## src/rtl/alu_cmd_driver.sv

```systemverilog
// Command FIFO + issue FSM in front of a combinational 32-bit ALU; returns results in order.
// Optional build macro ALU_DRV_CNT_EN adds a 16-bit completed-response counter output op_count.
module alu_cmd_driver #(
  parameter int WIDTH = 32,
  parameter int DEPTH = 4
) (
  input  logic             clk,
  input  logic             rst,
  input  logic             cmd_valid,
  output logic             cmd_ready,
  input  logic [WIDTH-1:0] cmd_a,
  input  logic [WIDTH-1:0] cmd_b,
  input  logic [2:0]       cmd_op,
  output logic [WIDTH-1:0] alu_a,
  output logic [WIDTH-1:0] alu_b,
  output logic [2:0]       alu_opcode,
  input  logic [WIDTH-1:0] alu_c,
  input  logic [2:0]       alu_d,
  output logic             rsp_valid,
  input  logic             rsp_ready,
  output logic [WIDTH-1:0] rsp_c,
  output logic [2:0]       rsp_d,
  output logic [2:0]       rsp_op,
  output logic             busy
`ifdef ALU_DRV_CNT_EN
  ,
  output logic [15:0]      op_count
`endif
);

  localparam int AW = $clog2(DEPTH);
  localparam int CW = AW + 1;

  typedef struct packed {
    logic [WIDTH-1:0] a;
    logic [WIDTH-1:0] b;
    logic [2:0]       op;
  } cmd_t;

  typedef enum logic [1:0] {
    ST_IDLE = 2'd0,
    ST_EXEC = 2'd1,
    ST_RESP = 2'd2
  } state_e;

  cmd_t             fifo_mem_q [DEPTH];
  logic [AW-1:0]    wr_ptr_q, wr_ptr_d;
  logic [AW-1:0]    rd_ptr_q, rd_ptr_d;
  logic [CW-1:0]    count_q, count_d;
  state_e           state_q, state_d;
  logic [WIDTH-1:0] alu_a_q, alu_a_d;
  logic [WIDTH-1:0] alu_b_q, alu_b_d;
  logic [2:0]       alu_op_q, alu_op_d;
  logic [WIDTH-1:0] rsp_c_q, rsp_c_d;
  logic [2:0]       rsp_d_q, rsp_d_d;
  logic [2:0]       rsp_op_q, rsp_op_d;
  logic             rsp_valid_q, rsp_valid_d;
  logic             push, pop, rsp_fire;
  cmd_t             head;

  // No bypass: a pop in the same cycle never frees a slot for a push.
  assign cmd_ready = (count_q != CW'(DEPTH)) && !rst;
  assign push      = cmd_valid && cmd_ready;
  assign rsp_fire  = rsp_valid_q && rsp_ready;
  assign head      = fifo_mem_q[rd_ptr_q];

  always_comb begin
    // NOTE: every output of a combinational block gets a default first so no latch is inferred.
    state_d     = state_q;
    pop         = 1'b0;
    alu_a_d     = alu_a_q;
    alu_b_d     = alu_b_q;
    alu_op_d    = alu_op_q;
    rsp_c_d     = rsp_c_q;
    rsp_d_d     = rsp_d_q;
    rsp_op_d    = rsp_op_q;
    rsp_valid_d = rsp_valid_q;
    case (state_q)
      ST_IDLE: begin
        if (count_q != '0) begin
          pop      = 1'b1;
          alu_a_d  = head.a;
          alu_b_d  = head.b;
          alu_op_d = head.op;
          rsp_op_d = head.op;
          state_d  = ST_EXEC;
        end
      end
      ST_EXEC: begin
        rsp_c_d     = alu_c;
        rsp_d_d     = alu_d;
        rsp_valid_d = 1'b1;
        state_d     = ST_RESP;
      end
      ST_RESP: begin
        if (rsp_fire) begin
          rsp_valid_d = 1'b0;
          if (count_q != '0) begin
            pop      = 1'b1;
            alu_a_d  = head.a;
            alu_b_d  = head.b;
            alu_op_d = head.op;
            rsp_op_d = head.op;
            state_d  = ST_EXEC;
          end else begin
            state_d = ST_IDLE;
          end
        end
      end
      default: state_d = ST_IDLE;
    endcase
  end

  always_comb begin
    wr_ptr_d = push ? wr_ptr_q + AW'(1) : wr_ptr_q;
    rd_ptr_d = pop ? rd_ptr_q + AW'(1) : rd_ptr_q;
    count_d  = count_q;
    case ({push, pop})
      2'b10:   count_d = count_q + CW'(1);
      2'b01:   count_d = count_q - CW'(1);
      default: count_d = count_q;
    endcase
  end

  // NOTE: the FIFO storage is deliberately not reset; only pointers and count define its contents.
  always_ff @(posedge clk) begin
    if (push) fifo_mem_q[wr_ptr_q] <= {cmd_a, cmd_b, cmd_op};
  end

  // NOTE: sequential state is updated with non-blocking assignments only.
  always_ff @(posedge clk) begin
    if (rst) begin
      state_q     <= ST_IDLE;
      wr_ptr_q    <= '0;
      rd_ptr_q    <= '0;
      count_q     <= '0;
      alu_a_q     <= '0;
      alu_b_q     <= '0;
      alu_op_q    <= '0;
      rsp_c_q     <= '0;
      rsp_d_q     <= '0;
      rsp_op_q    <= '0;
      rsp_valid_q <= 1'b0;
    end else begin
      state_q     <= state_d;
      wr_ptr_q    <= wr_ptr_d;
      rd_ptr_q    <= rd_ptr_d;
      count_q     <= count_d;
      alu_a_q     <= alu_a_d;
      alu_b_q     <= alu_b_d;
      alu_op_q    <= alu_op_d;
      rsp_c_q     <= rsp_c_d;
      rsp_d_q     <= rsp_d_d;
      rsp_op_q    <= rsp_op_d;
      rsp_valid_q <= rsp_valid_d;
    end
  end

  assign alu_a      = alu_a_q;
  assign alu_b      = alu_b_q;
  assign alu_opcode = alu_op_q;
  assign rsp_c      = rsp_c_q;
  assign rsp_d      = rsp_d_q;
  assign rsp_op     = rsp_op_q;
  assign rsp_valid  = rsp_valid_q;
  assign busy       = (state_q != ST_IDLE) || (count_q != '0);

`ifdef ALU_DRV_CNT_EN
  logic [15:0] op_count_q, op_count_d;

  always_comb begin
    op_count_d = op_count_q;
    if (rsp_fire) op_count_d = op_count_q + 16'd1;
  end

  always_ff @(posedge clk) begin
    if (rst) op_count_q <= '0;
    else     op_count_q <= op_count_d;
  end

  assign op_count = op_count_q;
`endif

endmodule

```

## config.mk

```make
export PLATFORM = sky130hd
export DESIGN_NAME = alu_cmd_driver
export DESIGN_NICKNAME = d
export VERILOG_FILES = /design/src/rtl/alu_cmd_driver.sv
export SDC_FILE = /design/constraint.sdc
export NUM_CORES = 1
export LEC_CHECK = 0
export BUFFER_PORTS_ARGS = -buffer_cell sky130_fd_sc_hd__buf_2
export CAP_MARGIN = 5
export CORE_MARGIN = 8
export CORE_UTILIZATION = 50
export CTS_CLUSTER_DIAMETER = 60
export CTS_CLUSTER_SIZE = 10
export DETAILED_ROUTE_END_ITERATION = 10
export GPL_ROUTABILITY_DRIVEN = 0
export PLACE_DENSITY = 0.78
export SLEW_MARGIN = 20
export SYNTH_ARGS = -nofsm -noshare
export SYNTH_HDL_FRONTEND = slang
export SYNTH_SLANG_ARGS = --single-unit
```

## constraint.sdc

```tcl
create_clock -name clk -period 8.08 [get_ports clk]
set_clock_uncertainty 0.1 [all_clocks]
set_input_delay 0.404 -clock clk [delete_from_list [all_inputs] [get_ports clk]]
set_output_delay 0.404 -clock clk [all_outputs]
set_load 0.1 [all_outputs]
```

== After elaboration in Yosys (flattened, before gate mapping) ==
Memories as Yosys holds them, arrays and structs flattened. A register that Yosys moved wholly into a read port is not among the register bits.
Cells that the tools add are included.
Cells by class
  muxes and demuxes: 26
  eq/ne operators: 7
  reductions and logical operators: 14
  $add $sub $neg: 4
Operators with widths (count)
  $mux W32: 4
  $pmux W32 S2: 2
  $pmux W3 S2: 3
  $mux W3: 4
  $mux W2: 4
  $reduce_bool A2 Y1: 4
  $mux W1: 6
  $pmux W2 S3: 1
  $reduce_and A2 Y1: 3
  $add A2 B1 Y2 const B: 2
  $eq A2 B1 Y1 const B: 2
  $eq A2 B2 Y1 const B: 2
  $ne A2 B2 Y1 const B: 2
  $pmux W1 S2: 2
  $add A3 B1 Y3 const B: 1
  $logic_and A1 B1 Y1: 3
  $ne A3 B3 Y1 const B: 1
  $reduce_bool A3 Y1: 1
  $sub A3 B1 Y3 const B: 1
  $logic_not A2 Y1: 1
  $logic_not A1 Y1: 1
  $logic_or A1 B1 Y1: 1
Storage, ports and cells
  word-level logic and storage cells: 63
  bits in writable memories: 268
  bits in registers: 115
  output and inout bits: 108
  memories: 1
Memory list
  fifo_mem_q: words 4, bits a word 67, read ports 1, clocked after memory_dff 1, write ports 1, RTL line 46  | cmd_t fifo_mem_q [DEPTH];

== Longest topological paths before layout ==
  depth in word-level cells: 6
  mapped depth: 8

== Worst setup path after synthesis ==
No wires, ideal clock.
  path type: input port to flip-flop
  from: input port rst
  to: memory fifo_mem_q[0][0] in the netlist's numbering, enable pin
  required time: 7.548 ns
  arrival time: 2.539 ns
  stages on the path: 3
  library setup time: 0.432 ns
  buffers on the path: 1
  setup slack: 5.008 ns
  cells stage by stage: clkbuf_1 > nor3b_2 > and2_1
On the way
  longest elaborated chain between the ends: 5
Ends and longest elaborated chain
  start, declared: RTL line 8  | input logic rst,
  $logic_not A1 Y1: RTL line 62  | assign cmd_ready = (count_q != CW'(DEPTH)) && !rst;
  $logic_and A1 B1 Y1: RTL line 62
  $logic_and A1 B1 Y1: RTL line 63  | assign push = cmd_valid && cmd_ready;
  $mux W1: RTL line 127  | if (push) fifo_mem_q[wr_ptr_q] <= {cmd_a, cmd_b, cmd_op};
  $mux W1 (not written as such): RTL line 127
  end, declared: RTL line 46
Every way passes these cells.

== Worst setup path in the final report ==
  from: register count_q[0]
  to: output port busy
On the way
  longest elaborated chain between the ends: 2
Ends and longest elaborated chain
  start, declared: RTL line 49  | logic [CW-1:0] count_q, count_d;
  start signal, assigned: RTL line 148  | count_q <= count_d;
  $reduce_bool A3 Y1: RTL line 166  | assign busy = (state_q != ST_IDLE) || (count_q != '0);
  $logic_or A1 B1 Y1: RTL line 166
  end, declared: RTL line 24  | output logic busy
Every way passes these cells.

==> run_results.csv <==
group,metric,value,unit
global_route,grt_pass1_wl,52300,µm
sta,setup_viol,0,
die,die_h,185,µm
drt,drtPass1Iterations,5,
global_route,track_usage,19.7,%
drt,vias,9081,
cts,clk_latency,0.53,ns
cts,cts_root_buf,"clkbuf_16",
cells_and_area,multi_input_area,3610,µm²
yosys,syn_area_per_cell,16.1,µm²
cells_and_area,seqCellArea,10300,µm²
drt,drt_iter0_drc,665,
global_route,grt_antenna_before_repair,3,
die,core_area,28500,µm²
worst_setup_path,rr_worst_depth,8,
placement,io_buffer_count,213,
yosys,ys_seq_area_share,71.9,%
worst_setup_path,crit_type,"reg2out",
worst_setup_path,cp-start-kind,"flip-flop",
drt,ant_nets,0,
worst_hold_path,min_from,"alu_c[17]",
power_and_ir_drop,max-vdd-ir-drop,0.294,mV
placement,dp_slack,5.10,ns
drt,drcViolationCount,0,
cts,post_cts_resized,0,
cells_and_area,final_cells,1572,
die,boundaryPins,214,
worst_setup_path,rr_endpoint,"count_q[2]",
drt,vias_per_cell,5.78,
worst_setup_path,worstPathArrival,2.58,ns
global_route,grt_overflow_total,0,
placement,dp_cells,1414,
sta,rsz0062_at_grt,"no",
power_and_ir_drop,p_leak,6.27,nW
cts,clk_pin_slew_worst_paths,0.05,ns
worst_hold_path,hold_class,"in2reg",
cells_and_area,nets,1261,
worst_setup_path,cp.required,7.58,ns
drt,routed_wl,34200,µm
sta,hold_viol,0,
cts,h-tree-depth,2,
sta,finalCritPeriodShare,38.1,%
yosys,ys_types,38,
cells_and_area,fillers,2052,
worst_hold_path,hold_end,"rsp_c[17]",
cells_and_area,final_cell_mix,"268 x edfxtp_1, 212 x buf_2, 111 x dfxtp_1, 106 x a21oi_1, 72 x dlygate4sd3_1",
drt,wl_per_cell,21.8,µm
worst_setup_path,worst_setup_path_end_kind,"output pin",
sta,final_max_slew_viol_count,0,
worst_setup_path,crit_fanout,69,
sta,setup_tns,0,ns
sta,fmaxAchievable,0.325,GHz
yosys,synth_area,14400,µm²
cts,cts_tree,"yes",
sta,slew-limit-headroom,25.9,%
sta,layout_setup_ws,5.00,ns
sta,min_period,3.08,ns
global_route,first_global_vias,9345,
cts,numCtsBuffers,45,
worst_setup_path,r2r_start,"state_q[1]",
power_and_ir_drop,power_density,412,nW/µm²
cells_and_area,layout-drive-gt1-share,30.2,%
die,initial_core_util,50.4,%
yosys,netlist_instances,892,
die,die_w,185,µm
cells_and_area,layout.cells.most_common,"edfxtp_1",
run,maxCapViolations,0,
worst_setup_path,rrSetupSlack,5.12,ns
yosys,ys_ff_latch,382,
cells_and_area,final_util,62.0,%
power_and_ir_drop,finalPower,7.28,mW
cells_and_area,area_growth_syn_to_layout,23.0,%
run_status,status,"finished clean",
sta,worst_slew_pin_slew,1.11,ns
cts,clk_path_buf_depth,3,
yosys,syn-num-nets,1004,
placement,hpwlAfterDp,18300,µm
die,num_rows,62,
yosys,yosys_warnings,0,
worst_hold_path,holdPathStages,3,
global_route,grt_start_max_net_pins,79,
cts,cts_sinks,382,
die,die_area,34400,µm²
==> what timing repair did <==
action	4_1_cts	5_1_grt
setup buffers	0	0
hold buffers	72	0
hold endpoints to repair	272	0
==> registers in the layout, indices dropped and copies added (netlist names), named ones only <==
register and cells:
alu_a 32, alu_b 32, alu_opcode 3, count_q 3, fifo_mem_q 268, rd_ptr_q 2, rsp_c 32, rsp_d 3
rsp_valid 1, state_q 2, wr_ptr_q 2
==> worst max-delay path: stages, from the launching register on <==
cell and delay, ns:
dfxtp_1 0.39, or3_2 0.49, buf_4 0.42, or3_1 0.43, buf_2 0.30
==> per-layer routing <==
metal | track usage, % | wire, µm | vias to the layer above
met5 | 0 | 8 | -
met4 | 7.59 | 892 | 2
met3 | 4.39 | 3090 | 77
met2 | 32.7 | 16600 | 424
met1 | 24.9 | 13700 | 4515
li1 | - | - | 4063
==> stage by stage <==
step	hold WS [ns]	instance area [µm²]
after floorplan	0.375	14400
after global placement	0.338	15600
after detailed placement	0.344	15600
after CTS	0.0000703	17600
after global routing	0.00935	17700
final	0.0169	17700
==> worst max-delay path by stage <==
stage	start	endpoint	slack, ns	cells after the start
finish	count_q[0]	busy	5.00	4
global route	count_q[0]	busy	4.92	4
CTS	count_q[0]	busy	4.99	4
detailed placement	rsp_ready	count_q[2]	5.10	9
global placement	rsp_ready	count_q[2]	5.09	9
floorplan	rst	fifo_mem_q[0][0]	5.01	3
==> cells in the mapped netlist <==
master,number,area [µm²]
a211oi_1,1,7.51
a21bo_2,1,10.0
a21boi_1,1,7.51
a21oi_1,106,531
a31o_1,1,8.76
a41oi_1,1,8.76
and2_1,4,25.0
buf_1,8,30.0
buf_12,4,80.1
buf_2,20,100
buf_4,6,45.0
buf_6,2,22.5
clkbuf_1,45,169
dfxtp_1,114,2280
edfxtp_1,268,8050
fa_1,1,20.0
ha_1,5,62.6
inv_1,3,11.3
inv_2,1,3.75
mux2_2,1,11.3
mux2i_1,2,20.0
mux4_2,67,1510
nand2_1,71,267
nand2b_1,3,18.8
nand4_1,67,419
nor2_1,6,22.5
nor2b_1,2,12.5
nor3_1,2,10.0
nor3_2,1,10.0
nor3b_1,1,7.51
nor3b_2,1,12.5
nor4_1,1,6.26
o21ai_0,1,5.00
o31ai_1,68,510
or3_1,3,18.8
or4_1,1,7.51
xnor2_1,1,8.76
xor2_1,1,8.76
==> cell families after synthesis <==
logic type	share of synthesized area (%)
adder cells (fa/ha/maj)	0.575
XOR/XNOR	0.122
flip-flops	71.9
AND/OR/NAND/NOR	5.83
buffers and inverters	3.22
AO/OA/AOI/OAI	7.58
multiplexers	10.7
==> where the power goes <==
part           switching, mW  internal [mW]
combinational           2.21          0.587
clock                  0.731           1.09
sequential             0.269           2.39
total                   3.21           4.07
==> final cells by class <==
cell class / count / share of cell area (%)
tap: 384 / 2.72
multi-input combinational: 421 / 20.5
antenna: 3 / 0.0425
inverter: 4 / 0.0850
sequential: 382 / 58.6
clock buffer: 79 / 7.40
clock inverter: 4 / 0.170
timing repair buffer: 295 / 10.6
No activity file was read; power rests on OpenSTA's default activity.
